<file path="src/rtl/hbc_bist_pkg.sv">
// Shared types and helpers for the HyperBus memory self-test engine.
// Covers FSM states, pass-size encodings, lane masks and the pattern rotate.
package hbc_bist_pkg;

    typedef enum logic [2:0] {
        ST_IDLE,
        ST_REQ,
        ST_WAIT,
        ST_GAP,
        ST_DONE
    } state_t;

    localparam logic [1:0] MODE_BYTE = 2'd0;
    localparam logic [1:0] MODE_HALF = 2'd1;
    localparam logic [1:0] MODE_WORD = 2'd2;
    localparam logic [1:0] MODE_ALL  = 2'd3;

    // Byte enables for lane k of a pass whose access size is given by mode.
    function automatic logic [3:0] lane_mask(input logic [1:0] mode, input logic [1:0] k);
        logic [3:0] m;
        case (mode)
            MODE_BYTE: m = 4'b0001 << k;
            MODE_HALF: m = 4'b0011 << {k[0], 1'b0};
            default:   m = 4'b1111;
        endcase
        return m;
    endfunction

    function automatic logic [31:0] byte_mask(input logic [3:0] strb);
        logic [31:0] m;
        m = '0;
        for (int b = 0; b < 4; b++) begin
            m[8*b +: 8] = {8{strb[b]}};
        end
        return m;
    endfunction

    function automatic logic [31:0] rotl32(input logic [31:0] x, input logic [4:0] n);
        logic [63:0] d;
        d = {x, x} << n;
        return d[63:32];
    endfunction

endpackage

</file>
<file path="src/rtl/hbc_bist_pattern.sv">
// Pattern register: loads SEED or rotates left by ROT, one step per cycle.
// Single-cycle update; no flow control, the caller decides when to step.
module hbc_bist_pattern
    import hbc_bist_pkg::*;
#(
    parameter logic [31:0] SEED = 32'hDEADBEEF,
    parameter int          ROT  = 4
) (
    input  logic        clk,
    input  logic        rst,
    input  logic        load,
    input  logic        adv,
    output logic [31:0] pat
);

    always_ff @(posedge clk or posedge rst) begin
        if (rst) begin
            pat <= '0;
        end else if (load) begin
            pat <= SEED;
        end else if (adv) begin
            pat <= rotl32(pat, 5'(ROT));
        end
    end

endmodule

</file>
<file path="src/rtl/hbc_mem_bist.sv">
// Write-then-readback self-test for the hbc_wrapper memory port (byte/half/word passes).
// One request in flight; waits for i_mem_ready (bounded by TIMEOUT), then GAP_CYCLES idle.
module hbc_mem_bist
    import hbc_bist_pkg::*;
#(
    parameter int          NUM_WORDS   = 32,
    parameter logic [31:0] BASE_ADDR   = 32'h0,
    parameter logic [31:0] SEED        = 32'hDEADBEEF,
    parameter int          ROT         = 4,
    parameter int          VALID_PULSE = 1,
    parameter int          GAP_CYCLES  = 2,
    parameter int          TIMEOUT     = 1023
) (
    input  logic        i_clk,
    input  logic        i_rst,
    input  logic        i_start,
    input  logic [1:0]  i_mode,
    output logic        o_busy,
    output logic        o_done,
    output logic        o_pass,
    output logic        o_timeout,
    output logic [15:0] o_err_count,
    output logic [31:0] o_err_addr,
    output logic [31:0] o_err_exp,
    output logic [31:0] o_err_got,
    output logic        o_mem_valid,
    input  logic        i_mem_ready,
    output logic [3:0]  o_mem_wstrb,
    output logic [31:0] o_mem_addr,
    output logic [31:0] o_mem_wdata,
    input  logic [31:0] i_mem_rdata
);

    localparam int IW = $clog2(NUM_WORDS + 1);
    localparam int GW = $clog2(GAP_CYCLES + 1);
    localparam int TW = $clog2(TIMEOUT + 1);

    localparam logic [31:0] HALF_OFS = 32'(4 * NUM_WORDS);
    localparam logic [31:0] WORD_OFS = 32'(8 * NUM_WORDS);

    state_t         state;
    state_t         state_nxt;

    logic [1:0]     cur_mode;
    logic [1:0]     last_mode;
    logic           rd_phase;
    logic [IW-1:0]  idx;
    logic [1:0]     lane;
    logic           fin;
    logic [TW-1:0]  tmo_cnt;
    logic [GW-1:0]  gap_cnt;

    logic           done_r;
    logic           pass_r;
    logic           timeout_r;
    logic [15:0]    err_count;
    logic [31:0]    err_addr;
    logic [31:0]    err_exp;
    logic [31:0]    err_got;

    logic           start_acc;
    logic           active;
    logic           xfer;
    logic           lane_last;
    logic           word_last;
    logic           gap_end;
    logic           tmo_hit;
    logic           miscmp;
    logic           pat_load;
    logic           pat_adv;
    logic [3:0]     mask;
    logic [31:0]    bmask;
    logic [31:0]    region;
    logic [31:0]    addr;
    logic [31:0]    pat;

    hbc_bist_pattern #(
        .SEED (SEED),
        .ROT  (ROT)
    ) u_pattern (
        .clk  (i_clk),
        .rst  (i_rst),
        .load (pat_load),
        .adv  (pat_adv),
        .pat  (pat)
    );

    always_comb begin
        start_acc = i_start && ((state == ST_IDLE) || (state == ST_DONE));
        active    = (state == ST_REQ) || (state == ST_WAIT);
        xfer      = active && i_mem_ready;
        case (cur_mode)
            MODE_BYTE: lane_last = (lane == 2'd3);
            MODE_HALF: lane_last = (lane == 2'd1);
            default:   lane_last = 1'b1;
        endcase
        word_last = (idx == IW'(NUM_WORDS - 1));
        gap_end   = (gap_cnt == GW'(GAP_CYCLES - 1));
        // Abort lands in DONE exactly TIMEOUT cycles after the request cycle.
        tmo_hit   = (state == ST_WAIT) && !i_mem_ready &&
                    ((32'(tmo_cnt) + 32'd2) >= 32'(TIMEOUT));
        mask      = lane_mask(cur_mode, lane);
        bmask     = byte_mask(mask);
        case (cur_mode)
            MODE_BYTE: region = BASE_ADDR;
            MODE_HALF: region = BASE_ADDR + HALF_OFS;
            default:   region = BASE_ADDR + WORD_OFS;
        endcase
        addr      = region + (32'(idx) << 2);
        miscmp    = rd_phase && ((i_mem_rdata & bmask) != (pat & bmask));
        pat_load  = start_acc || (xfer && lane_last && word_last);
        pat_adv   = xfer && lane_last && !word_last;
    end

    always_ff @(posedge i_clk or posedge i_rst) begin
        if (i_rst) begin
            state <= ST_IDLE;
        end else begin
            state <= state_nxt;
        end
    end

    always_comb begin
        state_nxt = state;
        case (state)
            ST_IDLE, ST_DONE: begin
                if (i_start) state_nxt = ST_REQ;
            end
            ST_REQ: begin
                state_nxt = i_mem_ready ? ST_GAP : ST_WAIT;
            end
            ST_WAIT: begin
                if (i_mem_ready)  state_nxt = ST_GAP;
                else if (tmo_hit) state_nxt = ST_DONE;
            end
            ST_GAP: begin
                if (gap_end) state_nxt = fin ? ST_DONE : ST_REQ;
            end
            default: state_nxt = ST_IDLE;
        endcase
    end

    always_comb begin
        o_busy      = active || (state == ST_GAP);
        o_mem_valid = (state == ST_REQ) || ((VALID_PULSE == 0) && (state == ST_WAIT));
        o_mem_wstrb = 4'd0;
        o_mem_addr  = 32'd0;
        o_mem_wdata = 32'd0;
        if (active) begin
            o_mem_wstrb = rd_phase ? 4'd0 : mask;
            o_mem_addr  = addr;
            o_mem_wdata = pat;
        end
        o_done      = done_r;
        o_pass      = pass_r;
        o_timeout   = timeout_r;
        o_err_count = err_count;
        o_err_addr  = err_addr;
        o_err_exp   = err_exp;
        o_err_got   = err_got;
    end

    always_ff @(posedge i_clk or posedge i_rst) begin
        if (i_rst) begin
            cur_mode  <= MODE_BYTE;
            last_mode <= MODE_BYTE;
            rd_phase  <= 1'b0;
            idx       <= '0;
            lane      <= 2'd0;
            fin       <= 1'b0;
            tmo_cnt   <= '0;
            gap_cnt   <= '0;
            done_r    <= 1'b0;
            pass_r    <= 1'b0;
            timeout_r <= 1'b0;
            err_count <= 16'd0;
            err_addr  <= 32'd0;
            err_exp   <= 32'd0;
            err_got   <= 32'd0;
        end else if (start_acc) begin
            cur_mode  <= (i_mode == MODE_ALL) ? MODE_BYTE : i_mode;
            last_mode <= (i_mode == MODE_ALL) ? MODE_WORD : i_mode;
            rd_phase  <= 1'b0;
            idx       <= '0;
            lane      <= 2'd0;
            fin       <= 1'b0;
            done_r    <= 1'b0;
            pass_r    <= 1'b0;
            timeout_r <= 1'b0;
            err_count <= 16'd0;
            err_addr  <= 32'd0;
            err_exp   <= 32'd0;
            err_got   <= 32'd0;
        end else begin
            if (state == ST_REQ) begin
                tmo_cnt <= '0;
            end else if (state == ST_WAIT) begin
                tmo_cnt <= tmo_cnt + TW'(1);
            end

            if (xfer) begin
                gap_cnt <= '0;
            end else if (state == ST_GAP) begin
                gap_cnt <= gap_cnt + GW'(1);
            end

            if (xfer) begin
                if (miscmp) begin
                    if (err_count != 16'hFFFF) err_count <= err_count + 16'd1;
                    if (err_count == 16'd0) begin
                        err_addr <= addr;
                        err_exp  <= pat & bmask;
                        err_got  <= i_mem_rdata & bmask;
                    end
                end
                // Step lane, then word, then phase, then pass size.
                if (!lane_last) begin
                    lane <= lane + 2'd1;
                end else begin
                    lane <= 2'd0;
                    if (!word_last) begin
                        idx <= idx + IW'(1);
                    end else begin
                        idx <= '0;
                        if (!rd_phase) begin
                            rd_phase <= 1'b1;
                        end else if (cur_mode != last_mode) begin
                            rd_phase <= 1'b0;
                            cur_mode <= cur_mode + 2'd1;
                        end else begin
                            fin <= 1'b1;
                        end
                    end
                end
            end

            if (tmo_hit) begin
                done_r    <= 1'b1;
                timeout_r <= 1'b1;
                pass_r    <= 1'b0;
            end else if ((state == ST_GAP) && gap_end && fin) begin
                done_r <= 1'b1;
                pass_r <= (err_count == 16'd0);
            end
        end
    end

endmodule
</file>
<file path="config.mk">
export PLATFORM = sky130hd
export DESIGN_NAME = hbc_mem_bist
export DESIGN_NICKNAME = d
export VERILOG_FILES = /design/src/rtl/hbc_bist_pkg.sv /design/src/rtl/hbc_bist_pattern.sv /design/src/rtl/hbc_mem_bist.sv
export SDC_FILE = /design/constraint.sdc
export NUM_CORES = 1
export LEC_CHECK = 0
export ABC_AREA = 1
export BUFFER_PORTS_ARGS = -buffer_cell sky130_fd_sc_hd__buf_2
export CORE_UTILIZATION = 54
export CTS_CLUSTER_SIZE = 28
export DETAILED_ROUTE_END_ITERATION = 6
export GPL_TIMING_DRIVEN = 1
export PLACE_DENSITY = 0.81
export SLEW_MARGIN = 30
export SYNTH_ARGS = -nofsm -noshare
export SYNTH_HDL_FRONTEND = slang
export SYNTH_SLANG_ARGS = --single-unit
</file>
<file path="constraint.sdc">
create_clock -name i_clk -period 5.5 [get_ports i_clk]
set_input_delay 0 -clock i_clk [delete_from_list [all_inputs] [get_ports i_clk]]
set_output_delay 0 -clock i_clk [all_outputs]
set_load 0.05 [all_outputs]
</file>
==> impl_metrics.toml, run 1 <==
[run_status]
status = "finished, violations left"
violations = "DRC"

[place]
gp_congestion = 0.9109
place_ws_ns = 1.669
dp_cells = 1520
dp.final_hpwl_um = 17070
io_buffers = 174

[sta]
rsz0062_at_grt = "no"
holdWs_ns = 0.007248
hold_viol = 0
fmax_mhz = 253.4
finalWorstSetupSlack_ns = 1.553
tightest_slew_ns = 0.9903
period_minus_slack_ns = 3.947
slew_violations = 0
slew_headroom_pct = 33.98
finalCritPeriodShare_pct = 71.76
setup_viol = 0
clock_skew_ns = 0.006511
tns_ns = 0

[layout]
stdcell_count = 1576
syn_to_final_growth_pct = 17.94
fin_nets = 1400
drive_above_1_share_pct = 17.37

[logic_synthesis]
ys_ff_latch = 152
synth_commonest_cells = "nand2_1 (382), nor2_1 (159), dfrtp_1 (152)"
seq_area_frac_synth_pct = 43.31
async_reset_ff_share_pct = 100.0
synthCells = 1186
synth_area_leader_cell = "dfrtp_1"
synth.distinct_cells = 41
synth-main-ff-cell = "dfrtp_1"
synth_area_um2 = 8782
avgSynthCellArea_um2 = 7.405
synth_top_area_share_pct = 43.31
synthTopCellsByArea = "dfrtp_1 (43%), nand2_1 (16%), nor2_1 (6.8%)"
yosysMostFrequentCell = "nand2_1"
synth-edff-count = 0
ys_warn_count = 0

[setup_path]
arrival_ns = 4.31
worstReg2RegEnd = "o_err_got[12]"
r2r_setup_slack_ns = 1.55
critPathMaxFanout = 90
crit_chain = "inv_1, ha_1, inv_1, nand2_4, nand3_4, nand2_1, nand2_1, nand2_1, nand2_1, nor2_1, nand2_1, nor2_2, nand3_4, nand3_4, nand2_1, nand2_1"
r2r_cells = 16
critPathCaptureType = "register"
slowest_stage = "nand3_4"
required_ns = 5.87
path_class = "reg -> reg"
cp-startpoint = "cur_mode[1]"
cpPeakStageDelay_ns = 0.92
cpMostUsedCell = "nand2_1"
startpoint_type = "register"
reg2reg_from = "cur_mode[1]"

[floorplan]
ioPinCount = 223
die_h_um = 129.5
rows = 46
initial_core_util_pct = 55.29
die_area_um2 = 16780
design.core.area_um2 = 15890
die_w_um = 129.5

[run]
max-cap-violations = 0

[clock_tree]
cts_tree = "built"
clk_latency_ns = 0.43
cts_max_level = 4
cts_buffer_depth = 2
clkSinkCount = 152
cts.clk_slew.worst_paths_ns = 0.06
post_cts_buffers = 0
cts.root.buffer_cell = "clkbuf_16"
cts_buffers = 17

[routing]
drcViolationCount = 4
wire_per_inst_um = 15.65
antenna_left = 0
viasPerCell = 5.414
wirelength_um = 24660
route.vias.total = 8533
drt_iter0_markers = 1011
first_pass_iters = 7

[min_path]
holdPathEnd = "o_err_got[3]"
hold_class = "in -> reg"
worstHoldStart = "i_mem_rdata[3]"
whs_path_depth = 5

[grt]
gr-total-overflow = 0
grt_max_degree = 104
antenna_found_initial = 1
grt_usage_pct = 29.67
grt_pass1_vias = 7429
grt_first_pass_wirelength_um = 38220
==> per-layer routing <==
| layer | global-route usage, % | part of all wire [%] | up-vias |
|---|---|---|---|
| met5 | 0 | 0 | - |
| met4 | 10.81 | 2.9 | 0 |
| met3 | 5.656 | 8.5 | 64 |
| met2 | 44.34 | 44 | 414 |
| met1 | 42.96 | 44 | 3985 |
| li1 | - | - | 4070 |
==> how the worst max path moves through the flow <==
stage	slack, ns	cells after the start	to
6_report	1.55	16	o_err_got[12]
5_1_grt	1.21	16	o_err_exp[1]
4_1_cts	1.61	16	o_err_addr[4]
3_5_place_dp	1.67	16	o_err_addr[4]
3_3_place_gp	1.77	16	o_err_got[27]
2_1_floorplan	1.41	1	cur_mode[0]
==> timing repair <==
item                                    in CTS  in global routing
resized for setup                            0                  0
hold buffers                                23                  0
hold endpoints to repair                   126                  0
endpoints found under the setup margin       0                  0
==> worst max-delay path: cells and delay by family (launching register included) <==
family | cells | cell delay [ns]
adders and majority gates | 1 | 0.25
buffers and inverters | 2 | 0.23
DFF | 1 | 0.37
and+or+nand+nor | 13 | 2.94
==> sequential cells by signal, indices dropped and copies added (netlist names) <==
| signal | cells |
|---|---|
| cur_mode | 2 |
| fin | 1 |
| gap_cnt | 2 |
| idx | 6 |
| lane | 2 |
| last_mode | 2 |
| o_done | 1 |
| o_err_addr | 8 |
| o_err_count | 16 |
| o_err_exp | 32 |
| o_err_got | 32 |
| o_pass | 1 |
| o_timeout | 1 |
| rd_phase | 1 |
| state | 3 |
| tmo_cnt | 10 |
| u_pattern.pat | 32 |
==> kinds of logic (layout without fill, tap and decap cells) <==
| group | Yosys count | in the layout | share of synthesized area (%) |
|---|---|---|---|
| flip-flops | 152 | 152 | 43.31 |
| AND/OR/NAND/NOR | 690 | 690 | 34.22 |
| buffers and inverters | 206 | 332 | 11.60 |
| adder cells (fa/ha/maj) | 16 | 16 | 2.280 |
| XOR/XNOR | 8 | 8 | 0.7979 |
| AO/OA/AOI/OAI | 112 | 112 | 7.636 |
| other | 1 | 49 | 0.04270 |
| multiplexers | 1 | 1 | 0.1140 |
==> final cells by class <==
cell class	count	area (um^2)
Clock buffer	22	474.2
Multi-Input combinational cell	875	4154
Fill cell	1369	5528
Antenna cell	1	2.502
Timing Repair Buffer	201	1131
Tap cell	216	270.3
Sequential cell	152	3804
Clock inverter	10	142.6
Inverter	99	379.1
==> placed cells by master (no fill, tap or decap), types with 4 or more instances in the layout <==
master / n
buf_4: 4
clkinvlp_4: 4
o22ai_1: 13
o21ai_0: 31
ha_1: 16
a22oi_1: 21
nor2_1: 158
inv_2: 8
a21oi_1: 30
inv_1: 90
dfrtp_1: 152
nand4_1: 93
nand3_4: 6
xnor2_1: 5
nand3_1: 18
conb_1: 48
buf_2: 174
dlygate4sd3_1: 23
nor3_1: 18
clkbuf_16: 17
nand2_1: 381
nand2_2: 4
==> metrics by stage <==
stage               utilization (%)  instance area [um^2]
floorplan                         -                  8959
global placement              59.84                  9505
detailed placement            59.84                  9505
CTS                           65.17                 10350
global route                  65.20                 10360
finish                        65.20                 10360
Power of run 1 is left out: the tool's default activity adds up to more than one toggle a clock period on the data nets, which glitch-free logic cannot reach.
==> inputs of run 2 (changes only) <==
Clock period 5.5 ns to 3.9 ns, I/O delays scaled along.
==> run 2 against run 1 <==
Net effect:
- the flow now finishes without violations
- worst hold slack better by 0.0044 ns
- via count up 0.69%
- sequential share of layout area down 0.075 points
- count of clock-buffer cells in the layout up 3
- highest routed layer unchanged
- fmax up 18%
- non-clock buffer count up 5
- die area unchanged
- design area up 0.21%
- flip-flop and latch count unchanged
- core utilization up 0.13 points
- setup slack worse by 1.0 ns
- largest cell class unchanged
- critical endpoint is now o_err_got[13]
==> impl_metrics.toml, run 2 (synthesis gave the netlist of run 1 again) <==
[run_status]
status = "finished, final reports clean"

[layout]
layout_common_cells = "nand2_1 (381), buf_2 (174), nor2_1 (158), dfrtp_1 (152), nand4_1 (93)"
syn_to_final_growth_pct = 18.18
fin_nets = 1405
final_util_pct = 65.34
num-fill-cells = 1378
drive_above_1_share_pct = 17.53
layout_commonest_cell = "nand2_1"
antenna_cells = 0

[floorplan]
rows = 46
die_w_um = 129.5
die_h_um = 129.5
die_area_um2 = 16780
initial_core_util_pct = 55.29
design.core.area_um2 = 15890
ioPinCount = 223

[grt]
gr-total-overflow = 0
busiest_layer = "met2"
grt_first_pass_wirelength_um = 38850
grt_max_degree = 84
grt_pass1_vias = 7712
grt_usage_pct = 30.17
grtUsageMet1_pct = 43.93
antenna_found_initial = 0
grt_use_met3_pct = 5.409
globalRouteMet2Util_pct = 45.16

[routing]
antenna_left = 0
wirelength_um = 24610
first_pass_iters = 6
wire_per_inst_um = 15.59
route.vias.total = 8592
drcViolationCount = 0
drt_iter0_markers = 1089
viasPerCell = 5.441

[place]
dp.final_hpwl_um = 17470
io_buffers = 174
gp_congestion = 0.9205

[setup_path]
cp-startpoint = "cur_mode[0]"
critPathCaptureType = "register"
path_class = "reg -> reg"
r2r_setup_slack_ns = 0.56
endpoint = "o_err_got[13]"
arrival_ns = 3.71
critPathMaxFanout = 72
reg2reg_from = "cur_mode[0]"
startpoint_type = "register"
required_ns = 4.27
worstReg2RegEnd = "o_err_got[13]"
r2r_cells = 13

[clock_tree]
cts_buffers = 17
post_cts_buffers = 0
cts.clk_slew.worst_paths_ns = 0.06
ctsResizeCount = 0
clkSinkCount = 152
clk_latency_ns = 0.44
cts.root.buffer_cell = "clkbuf_16"
cts_tree = "built"
cts_max_level = 4
holdBufCountCts = 24
cts_buffer_depth = 2

[sta]
tns_ns = 0
setup_viol = 0
fmax_mhz = 299.1
finalCritPeriodShare_pct = 85.72
rsz0062_at_grt = "no"
slew_violations = 0
period_minus_slack_ns = 3.343
tightest_slew_ns = 0.8398
clock_skew_ns = 0.009558
hold_viol = 0
slew_headroom_pct = 44.01

[run]
max-cap-violations = 0

[min_path]
hold_class = "in -> reg"
run 2: cell count changes in the layout (fill, tap and decap cells not counted), moves of 2 or more:
cell | before | now
buf_12 | 0 | 2
buf_4 | 4 | 6
bufinv_16 | 3 | 1
clkbuf_8 | 3 | 6
run 2: routing by layer:
layer / part of all wire (%) / wire length [um]
met5: 0 / 0
met2: 45 / 11030
met4: 2.6 / 628
met3: 8.2 / 2024
met1: 44 / 10930
run 2: worst max-delay path: stages (launching register included):
cell	delay, ns
dfrtp_1	0.42
inv_1	0.12
ha_1	0.28
inv_2	0.07
nand2_4	0.15
nand3_4	0.20
nand2_1	0.17
xnor2_1	0.18
nand2_1	0.12
nor2_1	0.26
nand3_4	0.30
nand3_4	0.63
nand2_1	0.19
nand2_1	0.11
run 2: per-stage QoR:
step	hold slack [ns]	cells	setup slack [ns]	area (um^2)
2_1_floorplan	0.1389	1233	0.6039	8962
3_3_place_gp	0.01094	1524	0.7664	9559
3_5_place_dp	0.01147	1524	0.6491	9559
4_1_cts	0.001272	1579	0.6315	10380
5_1_grt	0.03395	1579	0.3945	10380
6_report	0.01164	1579	0.5571	10380
run 2: worst min path at each step:
stage,startpoint,cells after the start,to
after global placement,i_rst,2,o_err_count[7]
after global routing,i_mem_rdata[1],5,o_err_got[1]
final,i_mem_rdata[1],5,o_err_got[1]
after CTS,i_mem_rdata[1],5,o_err_got[1]
after detailed placement,i_rst,2,o_err_count[6]
after floorplan,i_mode[1],2,last_mode[1]
run 2: final cells by class:
type | instances | area (um^2) | share of cell area (%)
Multi-Input combinational cell | 875 | 4154 | 40.02
Sequential cell | 152 | 3804 | 36.65
Timing Repair Buffer | 206 | 1196 | 11.53
Clock buffer | 25 | 515.5 | 4.967
Inverter | 99 | 375.4 | 3.617
Tap cell | 216 | 270.3 | 2.604
Clock inverter | 6 | 63.81 | 0.6148
Power of run 2 is left out for the same reason.
==> inputs of run 3 (changes only) <==
Settings changed: CORE_UTILIZATION 54 to 50, PLACE_DENSITY 0.81 to 0.76.
Clock period 3.9 ns to 3.8 ns, I/O delays scaled along.
==> run 3 against run 2 <==
Net effect:
- register-to-register slack improved by 0.34 ns
- first-iteration DRC count decreased by 7.3%
- worst hold slack improved by 0.017 ns
- wire length decreased by 0.26%
- non-clock buffer count increased by 7
- design area increased by 0.74%
- cell count increased by 1.1%
==> impl_metrics.toml, run 3 (synthesis gave the netlist of run 1 again) <==
[setup_path]
reg2reg_from = "cur_mode[1]"
startpoint_type = "register"
slowest_stage = "nand3_4"
crit_chain = "inv_1, ha_1, inv_2, nand2_4, nand3_4, nand2_1, xnor2_1, nand2_1, nor2_1, nand3_4, nand3_4, nand2_1, nand2_1"
critPathMaxFanout = 72
path_class = "reg -> reg"
r2r_cells = 13
required_ns = 4.16
critPathCaptureType = "register"
cp-startpoint = "cur_mode[1]"
cpMostUsedCell = "nand2_1"
arrival_ns = 3.26
cpPeakStageDelay_ns = 0.54

[layout]
layout_common_cells = "nand2_1 (381), buf_2 (174), nor2_1 (158), dfrtp_1 (152), nand4_1 (93)"
layout_commonest_cell = "nand2_1"
fin_area_um2 = 10460
fin_nets = 1412
final_util_pct = 60.66
drive_above_1_share_pct = 17.65
antenna_cells = 0
syn_to_final_growth_pct = 19.05

[routing]
drcViolationCount = 0
first_pass_iters = 6
wire_per_inst_um = 15.38
wirelength_um = 24550
route.vias.total = 8491
antenna_left = 0
viasPerCell = 5.320
drt_iter0_markers = 1009

[clock_tree]
cts.root.buffer_cell = "clkbuf_16"
post_cts_buffers = 0
cts.clk_slew.worst_paths_ns = 0.06
clk_latency_ns = 0.43
cts_tree = "built"
cts_buffers = 17
cts_max_level = 4
cts_buffer_depth = 2
clkSinkCount = 152

[sta]
fmax_mhz = 344.7
slew_violations = 0
hold_viol = 0
finalCritPeriodShare_pct = 76.35
tightest_slew_ns = 0.9381
tns_ns = 0
rsz0062_at_grt = "no"
slew_headroom_pct = 37.46
setup_viol = 0
period_minus_slack_ns = 2.901
clock_skew_ns = 0.009332

[floorplan]
design.core.area_um2 = 17240
ioPinCount = 223
rows = 48
die_w_um = 134.5
initial_core_util_pct = 50.95
die_h_um = 134.5
die_area_um2 = 18100

[place]
gp_congestion = 0.8941
io_buffers = 174
dpl-instance-area_um2 = 9558
dp.final_hpwl_um = 17520

[grt]
grt_first_pass_wirelength_um = 38890
grt_usage_pct = 27.57
grt_max_degree = 153
gr-total-overflow = 0
antenna_found_initial = 0
grt_pass1_vias = 7600

[min_path]
whs_path_depth = 5
hold_class = "in -> reg"
worstHoldStart = "i_mem_rdata[25]"

[run_status]
status = "finished, final reports clean"

[run]
max-cap-violations = 0
-- run 3: cell types whose count changed in the layout (fill, tap and decap cells not counted), moves of 2 or more --
| cell | before | now |
|---|---|---|
| clkbuf_8 | 6 | 1 |
| clkinvlp_4 | 3 | 6 |
| dlygate4sd3_1 | 24 | 31 |
| inv_6 | 0 | 3 |
| clkbuf_1 | 2 | 0 |
-- run 3: layout make-up --
cell class | instances | area, um^2
Fill cell | 1619 | 6782
Multi-Input combinational cell | 875 | 4154
Sequential cell | 152 | 3804
Timing Repair Buffer | 213 | 1254
Clock buffer | 18 | 439.2
Inverter | 99 | 375.4
Tap cell | 225 | 281.5
Clock inverter | 14 | 147.6
-- run 3: worst paths after layout --
check	endpoint	slack, ns
hold reg to reg	o_err_exp[18]	0.46
setup / recovery	o_err_exp[12]	0.90
hold / removal	o_err_got[25]	0.03
setup reg to reg	o_err_exp[12]	0.90
min in group asynchronous	o_err_count[8]	0.25
max in group asynchronous	o_err_count[10]	2.76
-- run 3: through the flow --
step,setup WS [ns],std cells,hold WS [ns]
2_1_floorplan,0.5039,1233,0.1389
3_3_place_gp,0.9772,1533,0.2661
3_5_place_dp,0.9490,1533,0.2816
4_1_cts,0.9008,1596,0.005197
5_1_grt,0.5835,1596,0.03741
6_report,0.8985,1596,0.02910
-- run 3: metal layers --
layer	vias up	track usage, %	share of wire (%)
li1	4103	-	-
met1	3929	40.06	45
met2	401	40.73	44
met3	58	5.218	8.8
met4	0	10.61	2.8
met5	-	0	0
-- run 3: worst max-delay path: cells and delay by family, from the launching register on --
| family | cells | cell delay (ns) |
|---|---|---|
| flip-flops | 1 | 0.38 |
| AND/OR/NAND/NOR | 9 | 1.71 |
| XOR/XNOR | 1 | 0.20 |
| adder cells (fa/ha/maj) | 1 | 0.28 |
| buffers and inverters | 2 | 0.21 |
-- run 3: timing repair --
action                                 CTS  global route
endpoints found under the hold margin  183             0
hold buffers                            31             0
gates resized for setup                  0             0
Power of run 3 is left out for the same reason.
